`src/rtl/mem_access_unit.sv`:
```
// ============================================================================
// Module      : mem_access_unit
// Description : Memory-access stage: decodes control codes into a held memory
//               request (kernel mem / picture RAM / pixel ROM) and returns the
//               read data. Optional ack timeout enabled by MEMU_TIMEOUT_EN.
// Revision    : 1.0 - initial release
// ============================================================================
`default_nettype none

module mem_access_unit #(
  parameter int unsigned TIMEOUT_CYCLES = 255
) (
  input  logic        clk,
  input  logic        rst_n,
  input  logic [6:0]  ctrl_i,
  input  logic        valid_i,
  input  logic [31:0] addr_i,
  input  logic [31:0] wdata_i,
  output logic        stall_o,
  output logic [31:0] rdata_o,
  output logic        rdata_valid_o,
  output logic        err_o,
  output logic        mem_req_o,
  output logic [1:0]  mem_sel_o,
  output logic        mem_we_o,
  output logic [17:0] mem_addr_o,
  output logic [7:0]  mem_wdata_o,
  input  logic        mem_ack_i,
  input  logic [31:0] mem_rdata_i
);

  localparam logic [6:0] CODE_NOP  = 7'b0000000;
  localparam logic [6:0] CODE_KRD0 = 7'b1100010;
  localparam logic [6:0] CODE_KRD1 = 7'b1101010;
  localparam logic [6:0] CODE_PWR  = 7'b0100001;
  localparam logic [6:0] CODE_PRD  = 7'b1001110;

  localparam logic [1:0] SEL_KERNEL = 2'b00;
  localparam logic [1:0] SEL_PICRAM = 2'b01;
  localparam logic [1:0] SEL_PIXROM = 2'b10;

  typedef enum logic [1:0] {
    IDLE = 2'd0,
    REQ  = 2'd1,
    DONE = 2'd2
  } state_t;

  state_t state;
  state_t state_next;

  logic        legal;
  logic [1:0]  sel_d;
  logic        we_d;
  logic [17:0] addr_d;
  logic        read_d;
  logic        kernel_d;
  logic        accept;
  logic        illegal;
  logic        timeout_hit;
  logic        read_q;
  logic        kernel_q;

  // Upper address/data bits have no destination in this memory map.
  logic unused_bits;
  assign unused_bits = ^{addr_i[31:18], wdata_i[31:8]};

  always_comb begin
    legal    = 1'b1;
    sel_d    = SEL_KERNEL;
    we_d     = 1'b0;
    addr_d   = addr_i[17:0];
    read_d   = 1'b0;
    kernel_d = 1'b0;
    case (ctrl_i)
      CODE_KRD0: begin
        addr_d   = {1'b0, addr_i[16:0]};
        read_d   = 1'b1;
        kernel_d = 1'b1;
      end
      CODE_KRD1: begin
        addr_d   = {1'b1, addr_i[16:0]};
        read_d   = 1'b1;
        kernel_d = 1'b1;
      end
      CODE_PWR: begin
        sel_d = SEL_PICRAM;
        we_d  = 1'b1;
      end
      CODE_PRD: begin
        sel_d  = SEL_PIXROM;
        read_d = 1'b1;
      end
      default: legal = 1'b0;
    endcase
  end

  assign accept  = (state == IDLE) && valid_i && legal;
  assign illegal = (state == IDLE) && valid_i && !legal && (ctrl_i != CODE_NOP);

`ifdef MEMU_TIMEOUT_EN
  localparam int unsigned TW = (TIMEOUT_CYCLES < 2) ? 1 : $clog2(TIMEOUT_CYCLES + 1);
  localparam logic [TW-1:0] TIMEOUT_LAST = TW'(TIMEOUT_CYCLES - 1);

  logic [TW-1:0] tcount;

  assign timeout_hit = (state == REQ) && !mem_ack_i && (tcount == TIMEOUT_LAST);

  always_ff @(posedge clk or negedge rst_n) begin
    if (!rst_n) begin
      tcount <= '0;
    end else if (accept) begin
      tcount <= '0;
    end else if ((state == REQ) && !mem_ack_i && !timeout_hit) begin
      tcount <= tcount + 1'b1;
    end
  end
`else
  assign timeout_hit = 1'b0;

  // Timeout limit has no effect when the timeout feature is compiled out.
  logic unused_timeout_cfg;
  assign unused_timeout_cfg = (TIMEOUT_CYCLES != 0);
`endif

  always_ff @(posedge clk or negedge rst_n) begin
    if (!rst_n) begin
      state <= IDLE;
    end else begin
      state <= state_next;
    end
  end

  always_comb begin
    state_next = state;
    case (state)
      IDLE: begin
        if (accept) begin
          state_next = REQ;
        end
      end
      REQ: begin
        if (mem_ack_i) begin
          state_next = DONE;
        end else if (timeout_hit) begin
          state_next = IDLE;
        end
      end
      DONE:    state_next = IDLE;
      default: state_next = IDLE;
    endcase
  end

  // Stall is raised in the accepting cycle itself, so it cannot wait for a register.
  assign stall_o       = rst_n && (accept || (state == REQ));
  assign mem_req_o     = (state == REQ);
  assign rdata_valid_o = (state == DONE) && read_q;

  always_ff @(posedge clk or negedge rst_n) begin
    if (!rst_n) begin
      err_o       <= 1'b0;
      mem_sel_o   <= 2'b00;
      mem_we_o    <= 1'b0;
      mem_addr_o  <= 18'h0;
      mem_wdata_o <= 8'h0;
      read_q      <= 1'b0;
      kernel_q    <= 1'b0;
      rdata_o     <= 32'h0;
    end else begin
      err_o <= illegal || timeout_hit;
      if (accept) begin
        mem_sel_o   <= sel_d;
        mem_we_o    <= we_d;
        mem_addr_o  <= addr_d;
        mem_wdata_o <= we_d ? wdata_i[7:0] : 8'h0;
        read_q      <= read_d;
        kernel_q    <= kernel_d;
      end
      if ((state == REQ) && mem_ack_i && read_q) begin
        rdata_o <= kernel_q ? mem_rdata_i : {24'h0, mem_rdata_i[7:0]};
      end
    end
  end

endmodule

`default_nettype wire

```
`config.mk`:
```
export PLATFORM = sky130hd
export DESIGN_NAME = mem_access_unit
export DESIGN_NICKNAME = d
export VERILOG_FILES = /design/src/rtl/mem_access_unit.sv
export SDC_FILE = /design/constraint.sdc
export NUM_CORES = 1
export LEC_CHECK = 0
export ABC_AREA = 1
export BUFFER_PORTS_ARGS = -buffer_cell sky130_fd_sc_hd__clkbuf_2
export CAP_MARGIN = 20
export CORE_MARGIN = 2
export CORE_UTILIZATION = 43
export DETAILED_ROUTE_END_ITERATION = 16
export MAX_ROUTING_LAYER = met4
export PLACE_DENSITY = 0.8
export SYNTH_ARGS = -nofsm -noshare
export SYNTH_HDL_FRONTEND = slang
export SYNTH_SLANG_ARGS = --single-unit
```
`constraint.sdc`:
```
create_clock -name clk -period 1.41 [get_ports clk]
set_input_delay 0.141 -clock clk [delete_from_list [all_inputs] [get_ports clk]]
set_output_delay 0.141 -clock clk [all_outputs]
set_load 0.01 [all_outputs]
```
==> flow_summary.ini, run 1 <==
[layout]
diodes = 0
drive_gt1_share_pct = 37.6
fin_util_pct = 61.0
fillers = 578
postLayoutCellArea_sq_um = 3870
multi_input_area_sq_um = 1020
register_area_sq_um = 1650
fin_nets = 583
area_growth_pct = 38.0

[setup_path]
r2r_cells = 8
r2r_end = rdata_o[24]
critical_path_required_ps = 1270
arrival_ps = 1300
crit_path_start_kind = register
critPathMaxFanout = 3
crit_slowest_cell = dfrtp_1
critPathMaxStageDelay_ps = 400
path_cells = buf_6 -> inv_2 -> nand2_2 -> buf_6 -> a21oi_2 -> buf_2
path_class = reg -> out
rrSetupSlack_ps = 60
r2r_start = state[1]
crit_path_end_kind = primary output
cpMostUsedCell = buf_6

[synth]
yosysTopAreaCell = dfrtp_1
synth_common_cells = nand2_1 (151), dfrtp_1 (66), nand3_1 (23)
synth_cell_types = 19
synth_edf_count = 0
synth_top_cell_area_share_pct = 58.8
yosysWarnings = 0
synthTopCellsByArea = dfrtp_1 (59%), nand2_1 (20%), nand3_1 (4.1%), o21ai_0 (3.9%), nand3b_1 (2.1%)
ys_seq_area_share_pct = 58.8
synth_nets = 434
ys_async_sr_fraction_pct = 100
yosys_most_used_dff = dfrtp_1
synth_most_common_cell = nand2_1
synth.ff_latch_count = 66
avgSynthCellArea_sq_um = 8.59
syn_area_sq_um = 2810
synthCells = 327

[timing]
finClkSkew_ps = 10.3
max_freq_mhz = 695
timing.final.ws_setup_ps = -28.2
rsz0062_at_grt = true
period_share_pct = 102
tns_ps = -28.2
setup_violations = 1
hold_viol_final = 0
drv_slew = 0
fin_crit_ps = 1440
maxSlewHeadroom_pct = 46.0
worst_pin_slew_ps = 810

[routing]
via_count = 2645
vias_per_cell = 4.76
wl_met3_um = 423
wirelength_mm = 6.58
antenna_left = 0
wirelength_met1_mm = 2.87
post_drt_wl_per_cell_um = 11.8
drt_iter0_drc = 78
dr.pass1.iters = 4
drc = 0
highest_layer = met4
route.met2.wl_mm = 3.20

[placed_design]
port_buffers = 133
routabilityCongestion = 0.755
hpwl_mm = 4.70
place_area_sq_um = 3600

[global_route]
grt_usage_pct = 19.7
grt_max_degree = 67
grt_pass1_wl_mm = 11.1
overflow = 0
antenna_found_initial = 0
grt_pass1_vias = 2530

[die]
pin_count = 172
die_h_um = 84.8
die_x_um = 84.8
core_sq_um = 6350
rows = 29
die_area_sq_um = 7200
start_util_pct = 44.2

[clock_tree]
clock_sinks = 66
cts-root-buf = clkbuf_8
cts_inserted_buffers = 9
clk_pin_slew_ps = 70
cts_tree = done
insertion_delay_ps = 330
htreeDepth = 3
clockBufferDepth = 2

[job]
cap_violations = 0

[status]
outcome = finished, violations left
violations = negative setup slack

[power_and_ir_drop]
power_density_nw_per_um2 = 1040
ir_worst_vdd_mv = 0.574
leakage_nw = 2.24

[worst_hold_path]
hp-class = in -> async
[cells by family (layout without fill, tap and decap cells)]
logic type,count (synthesis),in the layout,synth area share [%]
DFF,66,66,58.8
and+or+nand+nor,202,202,30.4
buffers and inverters,31,183,5.66
AOI/OAI and AO/OA,28,28,5.12
[stage by stage]
step | total power, W | worst slack [ps] | cells | hold slack, ps
after global routing | 0.00426 | -110 | 556 | 5.97
after detailed placement | 0.00274 | 62.1 | 532 | 340
after CTS | 0.00409 | -62.1 | 553 | 0.897
after floorplan | 0.00241 | 146 | 327 | -155
after global placement | 0.00272 | 108 | 532 | 336
final | 0.00403 | -28.2 | 556 | 12.8
[worst max-delay path by stage]
stage                          from            end  slack (ps)  cells past startpoint
after CTS                  state[1]        stall_o         -60                      6
after global placement    ctrl_i[0]        stall_o         110                      9
after global routing       state[1]        stall_o        -110                      6
final                      state[1]        stall_o         -30                      6
after detailed placement  ctrl_i[0]  mem_addr_o[8]          60                     10
after floorplan            state[1]    rdata_o[24]         150                      8
[routing by layer]
metal	track usage [%]	vias to the layer above
li1	-	1321
met1	23.6	1227
met2	32.6	88
met3	4.38	9
met4	7.79	0
met5	-	-
[registers in the layout (all words and copies together), names as in the netlist]
register,count
mem_we_o,1
read_q,1
err_o,1
kernel_q,1
state,2
mem_sel_o,2
mem_wdata_o,8
mem_addr_o,18
rdata_o,32
[worst max-delay path, delay by kind of cell (launching register included)]
family | cells | cell delay (ps)
AOI/OAI and AO/OA | 1 | 100
buffers and inverters | 4 | 420
DFF | 1 | 400
and+or+nand+nor | 1 | 60
[report_power, final]
| part | switching, W | internal [W] | leakage [nW] |
|---|---|---|---|
| Sequential | 0.0000719 | 0.00203 | 0.902 |
| Combinational | 0.000354 | 0.000261 | 1.26 |
| Clock | 0.000650 | 0.000661 | 0.0810 |
| Total | 0.00108 | 0.00295 | 2.24 |
[layout make-up]
cell class | count | share of cell area, %
inverters | 13 | 1.36
well taps | 77 | 2.49
flip-flops and latches | 66 | 42.6
clock inverters | 3 | 0.452
multi-input cells | 230 | 26.2
repair buffers | 156 | 23.2
clock buffers | 11 | 3.65
[cell usage in the layout, fill, tap and decap left out, types with 5 or more instances in the layout]
cell | synthesis | final
dfrtp_1 | 66 | 66
o21ai_1 | 5 | 6
dlygate4sd3_1 | 0 | 5
inv_1 | 13 | 10
nand3_1 | 23 | 23
o21ai_0 | 22 | 21
nor2_1 | 10 | 8
clkbuf_8 | 0 | 10
nand3b_1 | 8 | 8
buf_4 | 2 | 12
clkbuf_2 | 0 | 130
nor2_2 | 3 | 5
nand2_1 | 151 | 148
[what timing repair did]
item / 4_1_cts / 5_1_grt
pin swaps: 2 / 3
hold endpoints to repair: 4 / 1
endpoints found under the setup margin: 1 / 47
resized for setup: 6 / 9
hold buffers: 4 / 1
setup buffers: 3 / 2
No activity file was read; power rests on OpenSTA's default activity.
==> run 2: changes to the inputs <==
ABC_AREA = 0   (was 1)
==> run 2 against run 1 <==
The flow still finishes with violations (negative setup slack). Wire length fell by 6.4%. Cell count decreased by 15%. Largest cell class unchanged. Hold slack improved by 21 ps. Sequential cell count stayed put. Final area rose by 0.39%. Via count shrank 17%. Sequential share of layout area shrank 0.16 points. Clock power is 3% higher. Sequential power rose by 6%. Die area down 0.60%. Critical path type unchanged. Register-to-register slack got worse by 560 ps.
==> flow_summary.ini, run 2 <==
[layout]
final_common_cell = clkbuf_2
diodes = 0
top_regs = rdata_o: 32 flops, mem_addr_o: 18 flops, mem_wdata_o: 8 flops
area_growth_pct = 39.4
fin_nets = 497
final-instance-count-excl-fill = 472
fillers = 526
mostFrequentLayoutCells = clkbuf_2 (131), dfrtp_1 (66), nand2_1 (59)
largest_reg_flops = 32
drive_gt1_share_pct = 52.2
largest_register = rdata_o

[synth]
synth_common_cells = dfrtp_1 (66), nand2_1 (59), o21ai_0 (24)
yosysWarnings = 0
ys_seq_area_share_pct = 59.2
synth_edf_count = 0
synthTopCellsByArea = dfrtp_1 (59%), mux2_4 (9.7%), nand2_1 (7.9%), o21ai_0 (4.3%), mux2_2 (4.0%)
yosysTopAreaCell = dfrtp_1
avgSynthCellArea_sq_um = 11.9
synth_nets = 342
synth_top_cell_area_share_pct = 59.2
syn_area_sq_um = 2790
synthCells = 235
yosys_most_used_dff = dfrtp_1
ys_async_sr_fraction_pct = 100
synth.ff_latch_count = 66
synth_cell_types = 34
synth_most_common_cell = dfrtp_1

[die]
core_sq_um = 6310
die_h_um = 84.6
die_area_sq_um = 7150
rows = 29
pin_count = 172
start_util_pct = 44.2
die_x_um = 84.6

[clock_tree]
insertion_delay_ps = 320
clockBufferDepth = 2
cts_tree = done
clk_pin_slew_ps = 70
clock_sinks = 66
htreeDepth = 3
cts-root-buf = clkbuf_8
cts_inserted_buffers = 9

[routing]
drc = 0
dr.pass1.iters = 4
wirelength_mm = 6.16
vias_per_cell = 4.63
drt_iter0_drc = 81
post_drt_wl_per_cell_um = 13.0
via_count = 2187
antenna_left = 0

[timing]
max_freq_mhz = 521
finClkSkew_ps = 9.08
rsz0062_at_grt = true
timing.final.ws_setup_ps = -511
period_share_pct = 136
setup_violations = 33
drv_slew = 0
hold_viol_final = 0
worst_pin_slew_ps = 373
fin_crit_ps = 1920
maxSlewHeadroom_pct = 75.1
whs_ps = 33.8

[placed_design]
placedCellCount = 451
port_buffers = 133
hpwl_mm = 4.60
routabilityCongestion = 0.746

[setup_path]
critical_path_required_ps = 1270
critPathMaxStageDelay_ps = 420
critPathMaxFanout = 3
arrival_ps = 1780
crit_path_end_kind = primary output
crit_slowest_cell = or3b_4
path_buf_inv = 2
critical_path.top_delay_family = simple AND/OR/NAND/NOR gates
path_class = reg -> out
crit_path_start_kind = register
path_cells = or3b_4 -> nor3_4 -> o21bai_4 -> buf_12 -> o21a_1 -> buf_2

[power_and_ir_drop]
leakage_nw = 2.13
ir_worst_vdd_mv = 0.867
power_density_nw_per_um2 = 1140
pwr-share-comb_pct = 19.6
power.share.clock_pct = 30.4
p_sw_share_pct = 27.4
power.switching_w = 0.00122
internal_power_w = 0.00323
seq_power_share_pct = 50.0

[global_route]
grt_usage_pct = 18.7
grt_max_degree = 67
grt_pass1_wl_mm = 10.4
antenna_found_initial = 0
overflow = 0
grt_pass1_vias = 2221

[worst_hold_path]
hp-class = in -> reg

[status]
violations = negative setup slack
outcome = finished, violations left

[job]
cap_violations = 0
run 2: cell count changes after synthesis, sizes merged, moves of 2 or more:
cell	change
nand3b	-7
buf	-4
nor2	-12
o21ai	-2
inv	-2
nand3	-22
or3b	+2
o21bai	+2
nor3b	+2
mux2	+30
nand2	-95
mux2i	+8
run 2: cell families (layout without fill, tap and decap cells):
group                     count (synthesis)  count (layout)  synth area share (%)
buffers and inverters                    24             184                  4.75
muxes                                    38              38                  17.4
AOI/OAI and AO/OA                        32              32                  6.68
DFF                                      66              66                  59.2
xor gates and xnor gates                  1               1                 0.314
and+or+nand+nor                          74              74                  11.7
run 2: power by group through the flow:
stage                     combinational, W  clock, W  sequential (W)
after floorplan                   0.000354         0         0.00233
after global placement            0.000843         0         0.00225
after detailed placement          0.000871         0         0.00225
after CTS                         0.000885   0.00140         0.00223
after global routing              0.000967   0.00148         0.00225
final                             0.000873   0.00135         0.00222
run 2: final cells by class:
cell class / count / area (sq um) / area share [%]
Sequential cell: 66 / 1650 / 42.5
Multi-Input combinational cell: 145 / 1030 / 26.4
Timing Repair Buffer: 157 / 901 / 23.2
Clock buffer: 11 / 141 / 3.63
Tap cell: 77 / 96.3 / 2.48
Inverter: 11 / 41.3 / 1.06
Clock inverter: 5 / 30.0 / 0.772
run 2: worst paths after layout:
kind	startpoint	endpoint	slack, ps	cells after the start
worst min register to register	rdata_o[24]	rdata_o[24]	480	2
worst max-delay path	state[1]	stall_o	-510	6
max in group asynchronous	rst_n	mem_wdata_o[2]	650	3
min in group asynchronous	rst_n	rdata_o[24]	480	3
worst min-delay path	mem_rdata_i[2]	rdata_o[2]	30	2
worst max register to register	state[1]	mem_wdata_o[4]	-500	7
run 2: stage by stage:
| stage | util (%) | TNS, ps | area [sq um] | total power, W | setup WS, ps |
|---|---|---|---|---|---|
| 3_5_place_dp | 57.8 | -10750 | 3650 | 0.00312 | -402 |
| 2_1_floorplan | - | -6580 | 2800 | 0.00269 | -271 |
| 6_report | 61.6 | -13590 | 3890 | 0.00445 | -511 |
| 5_1_grt | 61.6 | -18060 | 3890 | 0.00470 | -625 |
| 3_3_place_gp | 57.8 | -8490 | 3650 | 0.00309 | -323 |
| 4_1_cts | 61.3 | -13560 | 3870 | 0.00451 | -541 |
run 2: layer usage:
| metal | track usage [%] | wire length (um) | up-vias | part of all wire, % |
|---|---|---|---|---|
| li1 | - | - | 1084 | - |
| met1 | 25.3 | 2760 | 1006 | 45 |
| met2 | 28.2 | 2900 | 90 | 47 |
| met3 | 3.93 | 436 | 7 | 7.1 |
| met4 | 6.20 | 57 | 0 | 0.93 |
| met5 | - | 0 | - | 0 |
run 2: timing repair:
item | 4_1_cts | 5_1_grt
pin swaps | 1 | 0
resized for setup | 5 | 9
buffers inserted | 3 | 1
hold endpoints to repair | 66 | 0
hold buffers | 1 | 0
endpoints found under the setup margin | 34 | 59
==> run 3: changes to the inputs <==
CORE_MARGIN = 4   (was 2)
CORE_UTILIZATION = 44   (was 43)
CTS_BUF_LIST = sky130_fd_sc_hd__clkbuf_4 sky130_fd_sc_hd__clkbuf_8   (was unset)
PLACE_DENSITY = 0.82   (was 0.8)
==> run 3 against run 2 <==
The run still ends with negative setup slack left. Register-to-register slack got worse by 30 ps. Cell count grew 1.3%. Core utilization rose by 7.9 points. Worst setup slack worse by 19 ps. Sequential share of layout area fell by 3.0 points. First-iteration DRC count rose by 12%. Critical path depth grew 1. Sequential cell count did not move. Global-route usage shrank 0.77 points. Clock-buffer cell count did not move. Largest power group unchanged. Highest routed layer unchanged.
==> flow_summary.ini, run 3 (synthesis gave the netlist of run 2 again) <==
[power_and_ir_drop]
leakage_nw = 2.27
internal_power_w = 0.00348
p_sw_share_pct = 26.8
power.share.clock_pct = 33.8
power.switching_w = 0.00127
p_total_w = 0.00476
power_density_nw_per_um2 = 1130
pwr-share-comb_pct = 19.1
ir_worst_vdd_mv = 0.643
seq_power_share_pct = 47.1

[setup_path]
r2r_cells = 7
critPathMaxStageDelay_ps = 420
rrSetupSlack_ps = -530
r2r_start = state[1]
path_cells = or3b_4 -> nor3_4 -> o21bai_4 -> buf_4 -> buf_6 -> buf_12 -> mux2_4
cp.depth = 7
r2r_end = mem_addr_o[5]
cp-endpoint = mem_addr_o[5]
critical_path.top_delay_family = simple AND/OR/NAND/NOR gates
crit_slowest_cell = or3b_4
crit_start = state[1]
path_buf_inv = 3
arrival_ps = 2140
critical_path_required_ps = 1610
crit_path_start_kind = register
critPathMaxFanout = 7
crit_path_end_kind = register
path_class = reg -> reg

[global_route]
grt_busiest_layer = met2
antenna_found_initial = 0
grtUsageMet1_pct = 22.7
use_met2_pct = 27.8
grt_util_met3_pct = 4.33
overflow = 0
grt_pass1_wl_mm = 10.4
grt_max_degree = 67
grt_pass1_vias = 2216
grt_usage_pct = 17.9

[placed_design]
place_area_sq_um = 3660
dp_slack_ps = -356
routabilityCongestion = 0.774
hpwl_mm = 4.84
port_buffers = 133
placedCellCount = 447

[die]
core_sq_um = 6030
rows = 28
pin_count = 172
die_x_um = 87.7
die_h_um = 87.7
die_area_sq_um = 7680
start_util_pct = 46.3

[clock_tree]
cts_tree = done
clock_sinks = 66
htreeDepth = 3
clk_pin_slew_ps = 70
cts_inserted_buffers = 9
cts-root-buf = clkbuf_8
clockBufferDepth = 2
insertion_delay_ps = 320

[timing]
timing.final.ws_setup_ps = -530
setup_violations = 64
hold_viol_final = 0
worst_pin_slew_ps = 386
period_share_pct = 138
finClkSkew_ps = 6.21
fin_crit_ps = 1940
max_freq_mhz = 515
drv_slew = 0
tns_ps = -16950
maxSlewHeadroom_pct = 74.2
rsz0062_at_grt = true

[routing]
drc = 0
dr.pass1.iters = 4
antenna_left = 0
vias_per_cell = 4.82
via_count = 2305
post_drt_wl_per_cell_um = 15.5
drt_iter0_drc = 91
wirelength_mm = 7.41

[status]
violations = negative setup slack
outcome = finished, violations left

[layout]
mostFrequentLayoutCells = clkbuf_2 (129), dfrtp_1 (66), nand2_1 (57)
top_regs = rdata_o: 32 flops, mem_addr_o: 18 flops, mem_wdata_o: 8 flops
postLayoutCellArea_sq_um = 4190
area_growth_pct = 50.1
largest_reg_flops = 32
final-instance-count-excl-fill = 478
fin_nets = 505
diodes = 0
largest_register = rdata_o
final_common_cell = clkbuf_2
drive_gt1_share_pct = 56.1

[worst_hold_path]
hp-class = in -> reg

[job]
cap_violations = 0
[run 3: final cells by class]
cell class	instances	area, sq um
clock buffers	11	151
clock inverters	5	52.6
fillers	461	1840
inverters	11	41.3
multi-input cells	145	1080
flip-flops and latches	66	1650
well taps	75	93.8
repair buffers	165	1120
[run 3: worst register-to-register path: stages, from the launching register on]
cell and delay (ps):
dfrtp_1 400, or3b_4 420, nor3_4 130, o21bai_4 170, buf_4 140, buf_6 120, buf_12 130, mux2_4 300
[run 3: power by group through the flow]
| stage | combinational, W | sequential (W) | clock, W |
|---|---|---|---|
| after floorplan | 0.000354 | 0.00233 | 0 |
| after global placement | 0.000857 | 0.00227 | 0 |
| after detailed placement | 0.000888 | 0.00227 | 0 |
| after CTS | 0.000892 | 0.00224 | 0.00163 |
| after global routing | 0.000997 | 0.00227 | 0.00174 |
| final | 0.000909 | 0.00224 | 0.00161 |
[run 3: through the flow]
step           hold slack (ps)  utilization (%)
3_5_place_dp               250             60.7
4_1_cts                   21.4             64.8
6_report                  28.3             69.5
3_3_place_gp               260             60.7
5_1_grt                   17.2             69.5
2_1_floorplan             -155                -
[run 3: what timing repair did]
item | CTS | global route
endpoints found under the hold margin | 66 | 0
cloned | 0 | 8
pin swaps | 0 | 5
buffers inserted | 2 | 4
endpoints found under the setup margin | 58 | 63
gates resized for setup | 4 | 46
hold buffers | 1 | 0
[run 3: routing by layer]
metal,part of all wire (%),up-vias
met5,0,-
met4,1.4,0
met3,7.4,11
met2,50,103
met1,41,1089
li1,-,1102
[run 3: worst min path at each step]
stage                endpoint             from  depth (start not counted)  slack (ps)
5_1_grt        mem_wdata_o[4]       wdata_i[4]                          3          20
3_3_place_gp    mem_addr_o[3]            rst_n                          2         260
4_1_cts        mem_wdata_o[4]       wdata_i[4]                          3          20
2_1_floorplan           err_o            rst_n                          0        -150
6_report          rdata_o[12]  mem_rdata_i[12]                          3          30
3_5_place_dp    mem_addr_o[1]            rst_n                          2         250
